**src/rtl/clock_divider_bank_if.sv**
```systemverilog
// ---------------------------------------------------------------------------
// clock_divider_bank_if
//   Configuration bus for clock_divider_bank.
//
//   Handshake: cfg_we is a one-cycle valid strobe qualifying cfg_ch and
//   cfg_half. There is no ready; every strobe is accepted on the edge it is
//   sampled. cfg_busy is status only and never stalls the master. A set bit
//   means that channel holds a pending value that has not been applied yet.
//
//   Signals
//     cfg_we    master->slave  write strobe
//     cfg_ch    master->slave  target channel
//     cfg_half  master->slave  new half-period (0 stops the channel)
//     cfg_busy  slave->master  per-channel pending flag
// ---------------------------------------------------------------------------
interface clock_divider_bank_if #(
  parameter int NUM_CH = 4,
  parameter int CNT_W  = 16
);
  localparam int CH_W = (NUM_CH > 1) ? $clog2(NUM_CH) : 1;

  logic              cfg_we;
  logic [CH_W-1:0]   cfg_ch;
  logic [CNT_W-1:0]  cfg_half;
  logic [NUM_CH-1:0] cfg_busy;

  modport master (
    output cfg_we,
    output cfg_ch,
    output cfg_half,
    input  cfg_busy
  );

  modport slave (
    input  cfg_we,
    input  cfg_ch,
    input  cfg_half,
    output cfg_busy
  );
endinterface

```
**src/rtl/clock_divider_bank.sv**
```systemverilog
// ---------------------------------------------------------------------------
// clock_divider_bank
//   NUM_CH independent programmable clock dividers running from one input
//   clock. Each channel emits a 50%-duty divided clock and a one-cycle tick
//   on that clock's rising edge. A new half-period is held as pending and is
//   only applied at the end of a full output period (the 1->0 toggle), or on
//   the next edge if the channel is stopped, so no period is ever cut short.
//
//   Ports
//     clock_in   in   input clock, all logic on its rising edge
//     reset_n    in   asynchronous active-low reset
//     enable     in   global run; low freezes counters and outputs
//     cfg        if   configuration bus (slave side, see the interface file)
//     clock_out  out  divided clocks, one per channel, registered
//     tick       out  one-cycle pulse coincident with clock_out 0->1
// ---------------------------------------------------------------------------
module clock_divider_bank #(
  parameter int NUM_CH       = 4,
  parameter int CNT_W        = 16,
  parameter int DEFAULT_HALF = 2
) (
  input  logic                 clock_in,
  input  logic                 reset_n,
  input  logic                 enable,
  clock_divider_bank_if.slave  cfg,
  output logic [NUM_CH-1:0]    clock_out,
  output logic [NUM_CH-1:0]    tick
);

  localparam int CH_W = (NUM_CH > 1) ? $clog2(NUM_CH) : 1;

  for (genvar ch = 0; ch < NUM_CH; ch++) begin : g_ch
    logic [CNT_W-1:0] half_q;
    logic [CNT_W-1:0] pend_q;
    logic [CNT_W-1:0] cnt_q;
    logic             clk_q;
    logic             tick_q;
    logic             busy_q;

    logic wr_hit;
    logic running;
    logic at_end;
    logic apply_now;

    // Addresses at or above NUM_CH match no channel, so such writes fall
    // through without touching any state.
    assign wr_hit  = cfg.cfg_we && (cfg.cfg_ch == CH_W'(ch));
    assign running = (half_q != '0);
    assign at_end  = (cnt_q == half_q - CNT_W'(1));

    // A pending value lands either at the end of the high phase (so the
    // period is complete) or straight away when the channel is stopped.
    assign apply_now = enable && busy_q && (!running || (at_end && clk_q));

    always_ff @(posedge clock_in or negedge reset_n) begin
      if (!reset_n) begin
        half_q <= CNT_W'(DEFAULT_HALF);
        pend_q <= '0;
        cnt_q  <= '0;
        clk_q  <= 1'b0;
        tick_q <= 1'b0;
        busy_q <= 1'b0;
      end else begin
        tick_q <= 1'b0;

        if (enable) begin
          if (apply_now) begin
            half_q <= pend_q;
            cnt_q  <= '0;
            clk_q  <= 1'b0;
          end else if (running) begin
            if (at_end) begin
              cnt_q  <= '0;
              clk_q  <= ~clk_q;
              tick_q <= ~clk_q;
            end else begin
              cnt_q <= cnt_q + CNT_W'(1);
            end
          end
        end

        // A write on the apply edge wins the busy flag: the old pending has
        // just been consumed above and the new value takes its place.
        if (wr_hit) begin
          pend_q <= cfg.cfg_half;
          busy_q <= 1'b1;
        end else if (apply_now) begin
          busy_q <= 1'b0;
        end
      end
    end

    assign clock_out[ch]    = clk_q;
    assign tick[ch]         = tick_q;
    assign cfg.cfg_busy[ch] = busy_q;
  end

endmodule
```
**src/flat_wrapper.sv**
```systemverilog
// flat-port wrapper written by rule: the top's interface ports become plain ports
module clock_divider_bank_flat 
#(
  parameter int NUM_CH       = 4,
  parameter int CNT_W        = 16,
  parameter int DEFAULT_HALF = 2
)
  (clock_in, reset_n, enable, clock_out, tick, cfg_cfg_we, cfg_cfg_ch, cfg_cfg_half, cfg_cfg_busy);
  clock_divider_bank_if #(.NUM_CH(NUM_CH), .CNT_W(CNT_W)) cfg_i ();
  input  logic clock_in;
  input  logic reset_n;
  input  logic enable;
  output logic [NUM_CH-1:0] clock_out;
  output logic [NUM_CH-1:0] tick;
  input wire logic [$bits(cfg_i.cfg_we)-1:0] cfg_cfg_we;
  input wire logic [$bits(cfg_i.cfg_ch)-1:0] cfg_cfg_ch;
  input wire logic [$bits(cfg_i.cfg_half)-1:0] cfg_cfg_half;
  output wire logic [$bits(cfg_i.cfg_busy)-1:0] cfg_cfg_busy;
  assign cfg_i.cfg_we = cfg_cfg_we;
  assign cfg_i.cfg_ch = cfg_cfg_ch;
  assign cfg_i.cfg_half = cfg_cfg_half;
  assign cfg_cfg_busy = cfg_i.cfg_busy;
  clock_divider_bank #(.NUM_CH(NUM_CH), .CNT_W(CNT_W), .DEFAULT_HALF(DEFAULT_HALF)) u_core (.clock_in(clock_in), .reset_n(reset_n), .enable(enable), .cfg(cfg_i), .clock_out(clock_out), .tick(tick));
endmodule
```
**config.mk**
```make
export PLATFORM = sky130hd
export DESIGN_NAME = clock_divider_bank_flat
export DESIGN_NICKNAME = d
export VERILOG_FILES = /design/src/rtl/clock_divider_bank_if.sv /design/src/rtl/clock_divider_bank.sv /design/src/flat_wrapper.sv
export SDC_FILE = /design/constraint.sdc
export NUM_CORES = 1
export LEC_CHECK = 0
export ABC_AREA = 1
export BUFFER_PORTS_ARGS = -buffer_cell sky130_fd_sc_hd__buf_2
export CAP_MARGIN = 20
export CORE_MARGIN = 1.5
export CORE_UTILIZATION = 42
export DETAILED_ROUTE_END_ITERATION = 10
export PLACE_DENSITY = 0.57
export SETUP_SLACK_MARGIN = 0.02
export SLEW_MARGIN = 10
export SYNTH_ARGS = -nofsm -noshare
export SYNTH_HDL_FRONTEND = slang
export SYNTH_SLANG_ARGS = --single-unit
```
**constraint.sdc**
```tcl
create_clock -name clock_in -period 2.63 [get_ports clock_in]
set_input_delay 0.526 -clock clock_in [delete_from_list [all_inputs] [get_ports clock_in]]
set_output_delay 0.526 -clock clock_in [all_outputs]
set_load 0.02 [all_outputs]
```
==> results.py <==
metrics = {
    "logic_synthesis": {
        "syn_area_per_cell_um2": 6.890,
        "yosysSeqAreaShare": 0.4127,
        "ys_ff_latch": 204,
        "yosysWarnings": 0,
        "ys.flop_type": "dfrtp_1",
        "post-synth-top-count-cell": "nand2_1",
        "yosys.area.top_type": "dfrtp_1",
        "synthArstFlopShare": 1.000,
        "syn-cell-area_mm2": 0.01238,
        "synth_top_area_share": 0.4042,
        "synth_edf_count": 0,
        "synth_fp_nets": 1827,
        "synth_area_leaders": "dfrtp_1 40%, nand2_1 19%, nand3_1 8.0%",
        "syn_inst": 1797,
        "synthTopCellsByCount": "637 x nand2_1, 203 x inv_1, 200 x dfrtp_1, 197 x nand3_1, 186 x nor2_1",
        "synth.distinct_cells": 40,
    },
    "job": {
        "cap_viol_max_count": 0,
    },
    "floorplanning": {
        "core_mm2": 0.02886,
        "die_area_mm2": 0.03052,
        "die_y_um": 174.7,
        "die_w_um": 174.7,
        "rows": 62,
        "initial_core_util": 0.4291,
        "ioPinCount": 34,
    },
    "global_routing": {
        "grt_overflow": 0,
        "grt_pass1_wl_um": 54350,
        "grt_pass1_vias": 10828,
        "grt_antenna_before_repair": 0,
        "busiest_layer": "met2",
        "grtUsageTotal": 0.2172,
        "grtUsageMet2": 0.3490,
        "grt_use_met1": 0.3091,
        "grt_max_degree": 61,
        "met3_usage": 0.02829,
    },
    "run_status": {
        "status": "completed",
    },
    "placed_design": {
        "gp_congestion": 0.9301,
        "hpwlAfterDp_um": 23800,
        "port_buffers": 33,
    },
    "cells_and_area": {
        "syn_to_final_growth_pct": 13.07,
        "layout-drive-gt1-share": 0.09306,
        "fin_nets": 1872,
    },
    "worst_setup_path": {
        "end_kind": "register",
        "critical-path-max-stage-delay_ns": 0.41,
        "cp-startpoint": "u_core.g_ch[2].half_q[0]",
        "arrival_ns": 2.80,
        "cp_max_fo": 9,
        "path_class": "reg -> reg",
        "cp-start-kind": "register",
        "critPathSlowestCell": "dfrtp_1",
        "crit_required_ns": 3.03,
        "r2r-start": "u_core.g_ch[2].half_q[0]",
        "cp_cell_sequence": "inv_1, ha_1, nand2_1, nor2_4, nand3_1, or2_1, a21oi_4, inv_2, o21ai_2, buf_4, o22ai_1",
        "path_delay_family": "simple AND/OR/NAND/NOR gates",
        "critPathBufInv": 3,
    },
    "clock_network": {
        "cts.sinks": 204,
        "cts_root_buffer": "clkbuf_16",
        "cts_tree": "yes",
        "htreeDepth": 1,
        "cts.path.max_buffers": 3,
        "clkLatencyLatePin_ns": 0.53,
        "path_clk_slew_ns": 0.06,
        "cts_buffers": 25,
    },
    "route": {
        "drcViolationCount": 0,
        "vias": 11118,
        "routed_wl_um": 31960,
        "via_per_inst": 4.955,
        "wire_per_inst_um": 14.24,
        "drtIter0Drc": 681,
        "ant_nets": 0,
        "drt-pass1-iter-count": 5,
    },
    "sta": {
        "relSlewSlack": 0.5128,
        "tightest_slew_ns": 0.7242,
        "maxSlewViolCount": 0,
        "tns_ns": 0,
        "final_hold_viol_count": 0,
        "rsz0062_at_grt": "true",
        "setup_viol": 0,
        "max_freq_ghz": 0.4166,
        "finClkSkew_ns": 0.006761,
        "fin_crit_ns": 2.400,
        "period_share": 0.9127,
    },
    "pwr": {
        "power_leakage_nw": 7.397,
        "power-per-cell-area_mw_per_mm2": 1124,
        "power_w": 0.01573,
        "ir_drop_mv": 0.4659,
    },
    "min_path": {
        "worstHoldPathType": "in -> reg",
        "hp-start": "cfg_cfg_half[10]",
    },
}
## sequential cells by signal (all words and copies together) (netlist names)
register / cells
u_core.g_ch.tick_q: 4
u_core.g_ch.busy_q: 4
u_core.g_ch.cnt_q: 64
u_core.g_ch.half_q: 64
u_core.g_ch.pend_q: 64
u_core.g_ch.clk_q: 4
## power breakdown
part	internal [W]	switching, W
Combinational	0.00252	0.00466
Sequential	0.00398	0.000980
Clock	0.00222	0.00138
## worst reg2reg max path, cell delays in order, from the launching register on
cell	delay [ns]
dfrtp_1	0.41
inv_1	0.11
ha_1	0.19
nand2_1	0.16
nor2_4	0.24
nand3_1	0.13
or2_1	0.30
a21oi_4	0.25
inv_2	0.09
o21ai_2	0.13
buf_4	0.20
o22ai_1	0.09
## path summary, 6_finish.rpt
path / end / slack (ns) / cells after the start
max: u_core.g_ch[2].cnt_q[1] / 0.23 / 11
min: u_core.g_ch[1].pend_q[10] / 0.38 / 3
max reg2reg: u_core.g_ch[2].cnt_q[1] / 0.23 / 11
min reg2reg: u_core.g_ch[1].half_q[1] / 0.48 / 2
max in group asynchronous: u_core.g_ch[2].half_q[1] / 1.34 / 3
min in group asynchronous: u_core.g_ch[3].cnt_q[9] / 0.52 / 2
## layer usage
layer,up-vias,share of wire
met1,5138,0.49
met2,207,0.45
met5,-,0
li1,5722,-
met3,51,0.041
met4,0,0.025
## area by class of cell
class,instances,area (um2)
Fill cell,3011,14860
Multi-Input combinational cell,1331,6250
Sequential cell,204,5110
Inverter,208,785.8
Clock buffer,34,729.5
Timing Repair Buffer,71,510.5
Tap cell,384,480.5
Clock inverter,10,125.1
Timing Repair inverter,1,6.256
Antenna cell,1,2.502
## cells in the final DEF (no fill, tap or decap), types with 3 or more instances in the layout
cell type / netlist / final
a21oi_1: 30 / 29
a31oi_1: 3 / 3
buf_2: 10 / 32
buf_4: 16 / 31
buf_8: 1 / 3
bufinv_16: 0 / 3
clkbuf_16: 0 / 25
clkbuf_8: 0 / 7
clkinv_2: 1 / 7
dfrtp_1: 200 / 200
dfstp_2: 4 / 4
ha_1: 8 / 8
inv_1: 203 / 202
inv_2: 2 / 3
nand2_1: 637 / 635
nand2_2: 9 / 6
nand2_4: 3 / 6
nand3_1: 197 / 197
nand3b_1: 12 / 12
nand4_1: 23 / 23
nor2_1: 186 / 181
nor2_2: 16 / 20
nor2_4: 5 / 6
nor3_1: 14 / 14
nor4_1: 4 / 4
o21ai_0: 88 / 87
o21ai_1: 2 / 3
o21ai_2: 3 / 3
or2_1: 3 / 3
or2_2: 4 / 4
xnor2_1: 26 / 26
xor2_1: 48 / 48
## repair_timing
item                       CTS  global route
hold endpoints to repair    53             0
hold buffers                 1             0
gates resized for setup      0            28
setup buffers                0             1
setup endpoints to repair    0            98
## stage by stage
| stage | cells | utilization | cell area, um2 | hold WS (ns) | setup slack (ns) |
|---|---|---|---|---|---|
| final | 2244 | 0.4851 | 14000 | 0.3750 | 0.2297 |
| after global routing | 2243 | 0.4850 | 14000 | 0.3781 | 0.01539 |
| after CTS | 2241 | 0.4813 | 13890 | 0.3649 | 0.1829 |
| after detailed placement | 2196 | 0.4513 | 13020 | 0.4710 | 0.1904 |
| after global placement | 2196 | 0.4513 | 13020 | 0.4671 | 0.2241 |
| after floorplan | 1797 | - | 12380 | 0.2304 | 0.4586 |
## logic make-up after synthesis
group	Yosys count	synth area share
and+or+nand+nor	1117	0.3815
buffers and inverters	262	0.08812
DFF	204	0.4127
adders and majority gates	8	0.008084
xor gates and xnor gates	74	0.05234
AOI/OAI and AO/OA	132	0.05730
Power figures use the tool's default switching activity.
